## src/rtl/crc_tx_arbiter.sv

```systemverilog
// Round-robin arbiter that shares one bit-serial CRC-32 generator among NUM_REQ frame sources.
// Grants one source per frame, forwards its bits, then holds everyone off for the FCS tail and gap.
module crc_tx_arbiter #(
  parameter int NUM_REQ       = 4,
  parameter int ID_W          = 2,
  parameter int TAIL_CYCLES   = 32,
  parameter int GAP_CYCLES    = 4,
  parameter int START_TIMEOUT = 15,
  parameter int LEN_W         = 16
) (
  input  logic               i_clk,
  input  logic               i_rst_n,
  input  logic [NUM_REQ-1:0] i_req,
  input  logic [NUM_REQ-1:0] i_bit_vld,
  input  logic [NUM_REQ-1:0] i_bit,
  input  logic [NUM_REQ-1:0] i_bit_last,
  output logic [NUM_REQ-1:0] o_gnt,
  output logic               o_crc_in_vld,
  output logic               o_crc_in,
  input  logic               i_eng_out_vld,
  output logic               o_busy,
  output logic               o_done,
  output logic [ID_W-1:0]    o_done_id,
  output logic [LEN_W-1:0]   o_frame_bits,
  output logic               o_err_underrun,
  output logic               o_err_timeout
);

  localparam int IDX_W   = $clog2(NUM_REQ);
  localparam int MAX_A   = (TAIL_CYCLES > GAP_CYCLES) ? TAIL_CYCLES : GAP_CYCLES;
  localparam int CNT_MAX = (MAX_A > START_TIMEOUT) ? MAX_A : START_TIMEOUT;
  localparam int CNT_W   = $clog2(CNT_MAX + 1);

  localparam logic [CNT_W-1:0] TAIL_LD = CNT_W'(TAIL_CYCLES - 1);
  localparam logic [CNT_W-1:0] GAP_LD  = CNT_W'(GAP_CYCLES - 1);
  localparam logic [CNT_W-1:0] TO_LD   = CNT_W'(START_TIMEOUT - 1);

  localparam logic [2:0] S_IDLE = 3'd0;
  localparam logic [2:0] S_WAIT = 3'd1;
  localparam logic [2:0] S_DATA = 3'd2;
  localparam logic [2:0] S_TAIL = 3'd3;
  localparam logic [2:0] S_GAP  = 3'd4;

  logic [2:0]         state_q, state_d;
  logic [ID_W-1:0]    ptr_q, ptr_d;
  logic [ID_W-1:0]    gid_q, gid_d;
  logic [NUM_REQ-1:0] gnt_q, gnt_d;
  logic [CNT_W-1:0]   cnt_q, cnt_d;
  logic [LEN_W-1:0]   bits_q, bits_d;
  logic               vld_q, vld_d;
  logic               crc_q, crc_d;
  logic               done_q, done_d;
  logic [ID_W-1:0]    done_id_q, done_id_d;
  logic [LEN_W-1:0]   fbits_q, fbits_d;
  logic               und_q, und_d;
  logic               to_q, to_d;

  logic               pick_vld;
  logic [ID_W-1:0]    pick_id;
  logic [ID_W-1:0]    pick_nxt;
  int                 scan_idx;
  logic [IDX_W-1:0]   g_sel;
  logic               g_vld, g_bit, g_last;

  // Search upward from the pointer, wrapping, for the first pending request.
  always_comb begin
    pick_vld = 1'b0;
    pick_id  = '0;
    pick_nxt = '0;
    scan_idx = 0;
    for (int i = 0; i < NUM_REQ; i++) begin
      scan_idx = int'(ptr_q) + i;
      if (scan_idx >= NUM_REQ) scan_idx = scan_idx - NUM_REQ;
      if (!pick_vld && i_req[IDX_W'(scan_idx)]) begin
        pick_vld = 1'b1;
        pick_id  = ID_W'(scan_idx);
        pick_nxt = (scan_idx == NUM_REQ - 1) ? '0 : ID_W'(scan_idx + 1);
      end
    end
  end

  assign g_sel  = IDX_W'(gid_q);
  assign g_vld  = i_bit_vld[g_sel];
  assign g_bit  = i_bit[g_sel];
  assign g_last = i_bit_last[g_sel];

  always_comb begin
    state_d   = state_q;
    ptr_d     = ptr_q;
    gid_d     = gid_q;
    gnt_d     = gnt_q;
    cnt_d     = cnt_q;
    bits_d    = bits_q;
    vld_d     = 1'b0;
    crc_d     = 1'b0;
    done_d    = 1'b0;
    done_id_d = done_id_q;
    fbits_d   = fbits_q;
    und_d     = 1'b0;
    to_d      = 1'b0;
    case (state_q)
      S_IDLE: begin
        if (pick_vld) begin
          gnt_d   = NUM_REQ'(1) << pick_id;
          gid_d   = pick_id;
          ptr_d   = pick_nxt;
          cnt_d   = TO_LD;
          bits_d  = '0;
          state_d = S_WAIT;
        end
      end
      S_WAIT, S_DATA: begin
        if (g_vld) begin
          vld_d = 1'b1;
          crc_d = g_bit;
          if (bits_q != {LEN_W{1'b1}}) bits_d = bits_q + LEN_W'(1);
          if (g_last) begin
            gnt_d   = '0;
            cnt_d   = TAIL_LD;
            state_d = S_TAIL;
          end else begin
            state_d = S_DATA;
          end
        end else if (state_q == S_DATA) begin
          und_d   = 1'b1;
          gnt_d   = '0;
          cnt_d   = TAIL_LD;
          state_d = S_TAIL;
        end else if (cnt_q == '0) begin
          to_d    = 1'b1;
          gnt_d   = '0;
          state_d = S_IDLE;
        end else begin
          cnt_d = cnt_q - CNT_W'(1);
        end
      end
      S_TAIL: begin
        // The tail count only starts once the generator sees valid low.
        if (!vld_q) begin
          if (cnt_q == '0) begin
            cnt_d   = GAP_LD;
            state_d = S_GAP;
          end else begin
            cnt_d = cnt_q - CNT_W'(1);
          end
        end
      end
      S_GAP: begin
        if (cnt_q != '0) begin
          cnt_d = cnt_q - CNT_W'(1);
        end else if (!i_eng_out_vld) begin
          done_d    = 1'b1;
          done_id_d = gid_q;
          fbits_d   = bits_q;
          state_d   = S_IDLE;
        end
      end
      default: state_d = S_IDLE;
    endcase
  end

  always_ff @(posedge i_clk or negedge i_rst_n) begin
    if (!i_rst_n) begin
      state_q   <= S_IDLE;
      ptr_q     <= '0;
      gid_q     <= '0;
      gnt_q     <= '0;
      cnt_q     <= '0;
      bits_q    <= '0;
      vld_q     <= 1'b0;
      crc_q     <= 1'b0;
      done_q    <= 1'b0;
      done_id_q <= '0;
      fbits_q   <= '0;
      und_q     <= 1'b0;
      to_q      <= 1'b0;
    end else begin
      state_q   <= state_d;
      ptr_q     <= ptr_d;
      gid_q     <= gid_d;
      gnt_q     <= gnt_d;
      cnt_q     <= cnt_d;
      bits_q    <= bits_d;
      vld_q     <= vld_d;
      crc_q     <= crc_d;
      done_q    <= done_d;
      done_id_q <= done_id_d;
      fbits_q   <= fbits_d;
      und_q     <= und_d;
      to_q      <= to_d;
    end
  end

  assign o_gnt          = gnt_q;
  assign o_crc_in_vld   = vld_q;
  assign o_crc_in       = crc_q;
  assign o_busy         = (state_q != S_IDLE);
  assign o_done         = done_q;
  assign o_done_id      = done_id_q;
  assign o_frame_bits   = fbits_q;
  assign o_err_underrun = und_q;
  assign o_err_timeout  = to_q;

endmodule

```

## config.mk

```make
export PLATFORM = sky130hd
export DESIGN_NAME = crc_tx_arbiter
export DESIGN_NICKNAME = d
export VERILOG_FILES = /design/src/rtl/crc_tx_arbiter.sv
export SDC_FILE = /design/constraint.sdc
export NUM_CORES = 1
export LEC_CHECK = 0
export CAP_MARGIN = 5
export CELL_PAD_IN_SITES_DETAIL_PLACEMENT = 0
export CELL_PAD_IN_SITES_GLOBAL_PLACEMENT = 2
export CORE_MARGIN = 1.5
export CORE_UTILIZATION = 38
export CTS_BUF_LIST = sky130_fd_sc_hd__clkbuf_8
export DETAILED_ROUTE_END_ITERATION = 6
export HOLD_SLACK_MARGIN = 0.15
export PLACE_DENSITY = 0.93
export SLEW_MARGIN = 15
export SYNTH_ARGS = -nofsm -noshare
export SYNTH_HDL_FRONTEND = slang
export SYNTH_SLANG_ARGS = --single-unit
```

## constraint.sdc

```tcl
create_clock -name i_clk -period 4.8 [get_ports i_clk]
set_clock_uncertainty 0.1 [all_clocks]
set_input_delay 0.48 -clock i_clk [delete_from_list [all_inputs] [get_ports i_clk]]
set_output_delay 0.48 -clock i_clk [all_outputs]
set_load 0.005 [all_outputs]
```

==> metrics <==
run status complete, no violations; synthesized area per cell 10.1 µm²; number of I/O pins 47; number of DRC markers in iteration 0 93; nets approximately 370; CTS tree yes; worst flop-to-flop path startpoint cnt_q[0]; global-route wire length before repair 11.2 mm; max-cap check violation count 0; Total Routing Usage GR 0.161; grt total ovfl 0; leading register cell type out of synthesis dfrtp_1; crit path setup slack, layout approximately 1.9 ns; via count of the first global-routing pass between 2k and 2.5k; total of buffers placed on input and output ports 46; final hold vios 0; via/cell ratio 5.51; CP startpoint cnt_q[0]; crit path kind flip-flop to flip-flop; summed instance area of the synthesized netlist around 3100 µm²; # clock sinks 56; actual transition at the worst max-transition pin 0.910 ns; Data required, critical path ~4.9 ns; unrepaired setup endpoints after global routing false; distinct cell type count after synthesis 52; fraction of the yosys area taken by sequential cells 0.449; Peak Freq 0.342 GHz; share of the core filled with cells in the final layout 0.476; Clock Root Buffer clkbuf_8; maximum net fanout on the critical path 19; area overhead of the layout relative to synthesis 19.8%; starting density of the core 0.397; number of antenna violations at the first check in global routing 0; number of buffers created by CTS 5; final weighted congestion in routability-driven placement about 0.86; count of hold buffers inserted by post-cts repair 0; Yosys Warn Count 0; cell count after synthesis 309; Final period util 0.609; number of enable flip-flop cells after synthesis 0; maximum number of pins on one net before global-route repair between 50 and 60; Post-route DRC 0; total negative setup slack 0 ns; filler cell count about 770; final non-filler cell area 3730 µm²; Critical Path AT 3.03 ns; floorplan die width 93.6 µm; H-Tree Depth 2; Clock Tree Buf Depth 2; Vert. Die Dim ~94 µm; headroom to the max-slew limit 0.391; instance area at placement roughly 3600 µm²; overall via count from detail_route 2491; Clk Latency, worst-skew pair about 0.32 ns; #FFs+latches synth 56; per-cell routed wire length 14.8 µm; die area 8760 µm²; layout cells sized above 1 0.134; overall power between 0.0015 and 0.002 W; post-placement worst setup slack between 1.5 and 2 ns; final number of setup-violating endpoints 0; largest vdd supply drop roughly 0.00022 V; post-detailed-placement half-perimeter wirelength ~4.7 mm; Net Count, Synth approximately 330; n_diodes 0; minimum clock period after layout between 2 and 3 ns; Final ANT Viol Nets 0; core box area 7850 µm²; Pre-antenna DRT Iters 5; placement row count 32; Setup Buffers After CTS 0; pwr dens between 400 and 500 nW/µm²; Post-Route WL about 6.7 mm; Resized Gates After CTS 0; footprint of the multi-input gates around 1600 µm²; FF/Latch Area around 1400 µm²; register clock-pin slew on the reported worst setup and hold paths approximately 0.10 ns; critical path capture point type flip-flop; worst min path class primary input to asynchronous set/reset pin; Worst setup SP type flip-flop; Final Max Tran Viols 0; Leakage Power about 1.6 nW; fraction of registers with async set/reset 1.00
## final cells by class
class                   instances  area share
clock buffers                   5      0.0184
clock inverters                 3     0.00603
inverters                       9     0.00905
multi-input cells             229       0.431
flip-flops and latches         56       0.375
well taps                     102      0.0342
repair buffers                 48       0.126
## metrics by stage
stage | hold slack [ns] | std cells
5_1_grt | 0.250 | 452
3_3_place_gp | 0.381 | 444
3_5_place_dp | 0.380 | 444
2_1_floorplan | 0.0844 | 309
4_1_cts | 0.225 | 452
6_report | 0.169 | 452
## critical path, cell delays in order (launching register included)
cell and delay, ns:
dfrtp_1 0.42, inv_1 0.07, ha_1 0.17, or3b_1 0.39, or3_1 0.48, nor3_4 0.75, mux2_2 0.43
## layer usage
layer | global-route usage | part of all wire
met3 | 0.0293 | 0.039
met4 | 0.0473 | 0.016
met2 | 0.258 | 0.46
met1 | 0.224 | 0.49
met5 | 0 | 0
## Yosys cell counts, types with 2 or more instances
library cell / n / area share
ha_1: 6 / 0.024
nand4_1: 3 / 0.0060
buf_4: 2 / 0.0048
xnor2_1: 3 / 0.0084
o2bb2ai_1: 3 / 0.0084
or2_2: 2 / 0.0040
o31a_1: 2 / 0.0056
inv_1: 9 / 0.011
dfrtp_1: 56 / 0.45
a22o_1: 2 / 0.0056
o2111ai_1: 3 / 0.0084
mux2_2: 26 / 0.094
nor2b_1: 4 / 0.0080
o211ai_1: 4 / 0.0096
o21a_1: 3 / 0.0072
and3_1: 5 / 0.010
o22ai_1: 4 / 0.0080
nand2_1: 25 / 0.030
clkbuf_1: 4 / 0.0048
nor2_1: 31 / 0.037
nand3_1: 6 / 0.0096
nor4_2: 2 / 0.0080
o21ai_0: 21 / 0.034
mux2i_1: 5 / 0.016
mux4_2: 3 / 0.022
buf_2: 7 / 0.011
a21oi_1: 11 / 0.018
nand2b_1: 3 / 0.0060
buf_1: 2 / 0.0024
a31oi_1: 2 / 0.0040
nor3_1: 9 / 0.014
or3_1: 6 / 0.012
a22oi_1: 2 / 0.0048
nor4_1: 3 / 0.0060
xor2_1: 11 / 0.031
o22a_1: 3 / 0.0084
## final timing paths
| path | slack (ns) | depth (start not counted) | end |
|---|---|---|---|
| max in group asynchronous | 3.93 | 2 | o_crc_in |
| hold / removal | 0.17 | 2 | cnt_q[3] |
| setup reg to reg | 1.88 | 6 | o_frame_bits[7] |
| setup / recovery | 1.88 | 6 | o_frame_bits[7] |
| min in group i_clk | 0.40 | 1 | o_gnt[3] |
| hold reg to reg | 0.40 | 1 | o_gnt[3] |
## flip-flops by register name, indices dropped and copies added (netlist names)
register        cells
g_sel               2
state_q             3
o_err_timeout       1
o_done_id           2
o_crc_in_vld        1
ptr_q               2
cnt_q               6
o_crc_in            1
o_frame_bits       16
o_gnt               4
o_err_underrun      1
bits_q             16
o_done              1
## placed cells by master, fill, tap and decap left out, types with 4 or more instances in the layout
cell	count
o21ai_0	21
a21oi_1	11
dfrtp_1	56
nor2_1	31
clkdlybuf4s50_1	45
xor2_1	11
nand2_1	25
inv_1	9
nor3_1	9
clkbuf_8	5
mux2i_1	5
nand3_1	6
o211ai_1	4
or3_1	6
mux2_2	26
o22ai_1	4
nor2b_1	4
ha_1	6
and3_1	5
## power by group
part,total [W],switching (W),internal (W)
sequential,0.000705,0.000152,0.000552
clock,0.000266,0.000161,0.000105
combinational,0.000859,0.000476,0.000384
total,0.00183,0.000789,0.00104
## logic make-up (layout without fill, tap and decap cells)
group / count (synthesis) / count (layout) / synth area share
AOI/OAI and AO/OA: 70 / 70 / 0.150
xor gates and xnor gates: 14 / 14 / 0.0393
adders and majority gates: 6 / 6 / 0.0241
buffers and inverters: 24 / 65 / 0.0341
DFF: 56 / 56 / 0.449
muxes: 34 / 34 / 0.132
and+or+nand+nor: 105 / 105 / 0.171
Power figures use the tool's default switching activity.
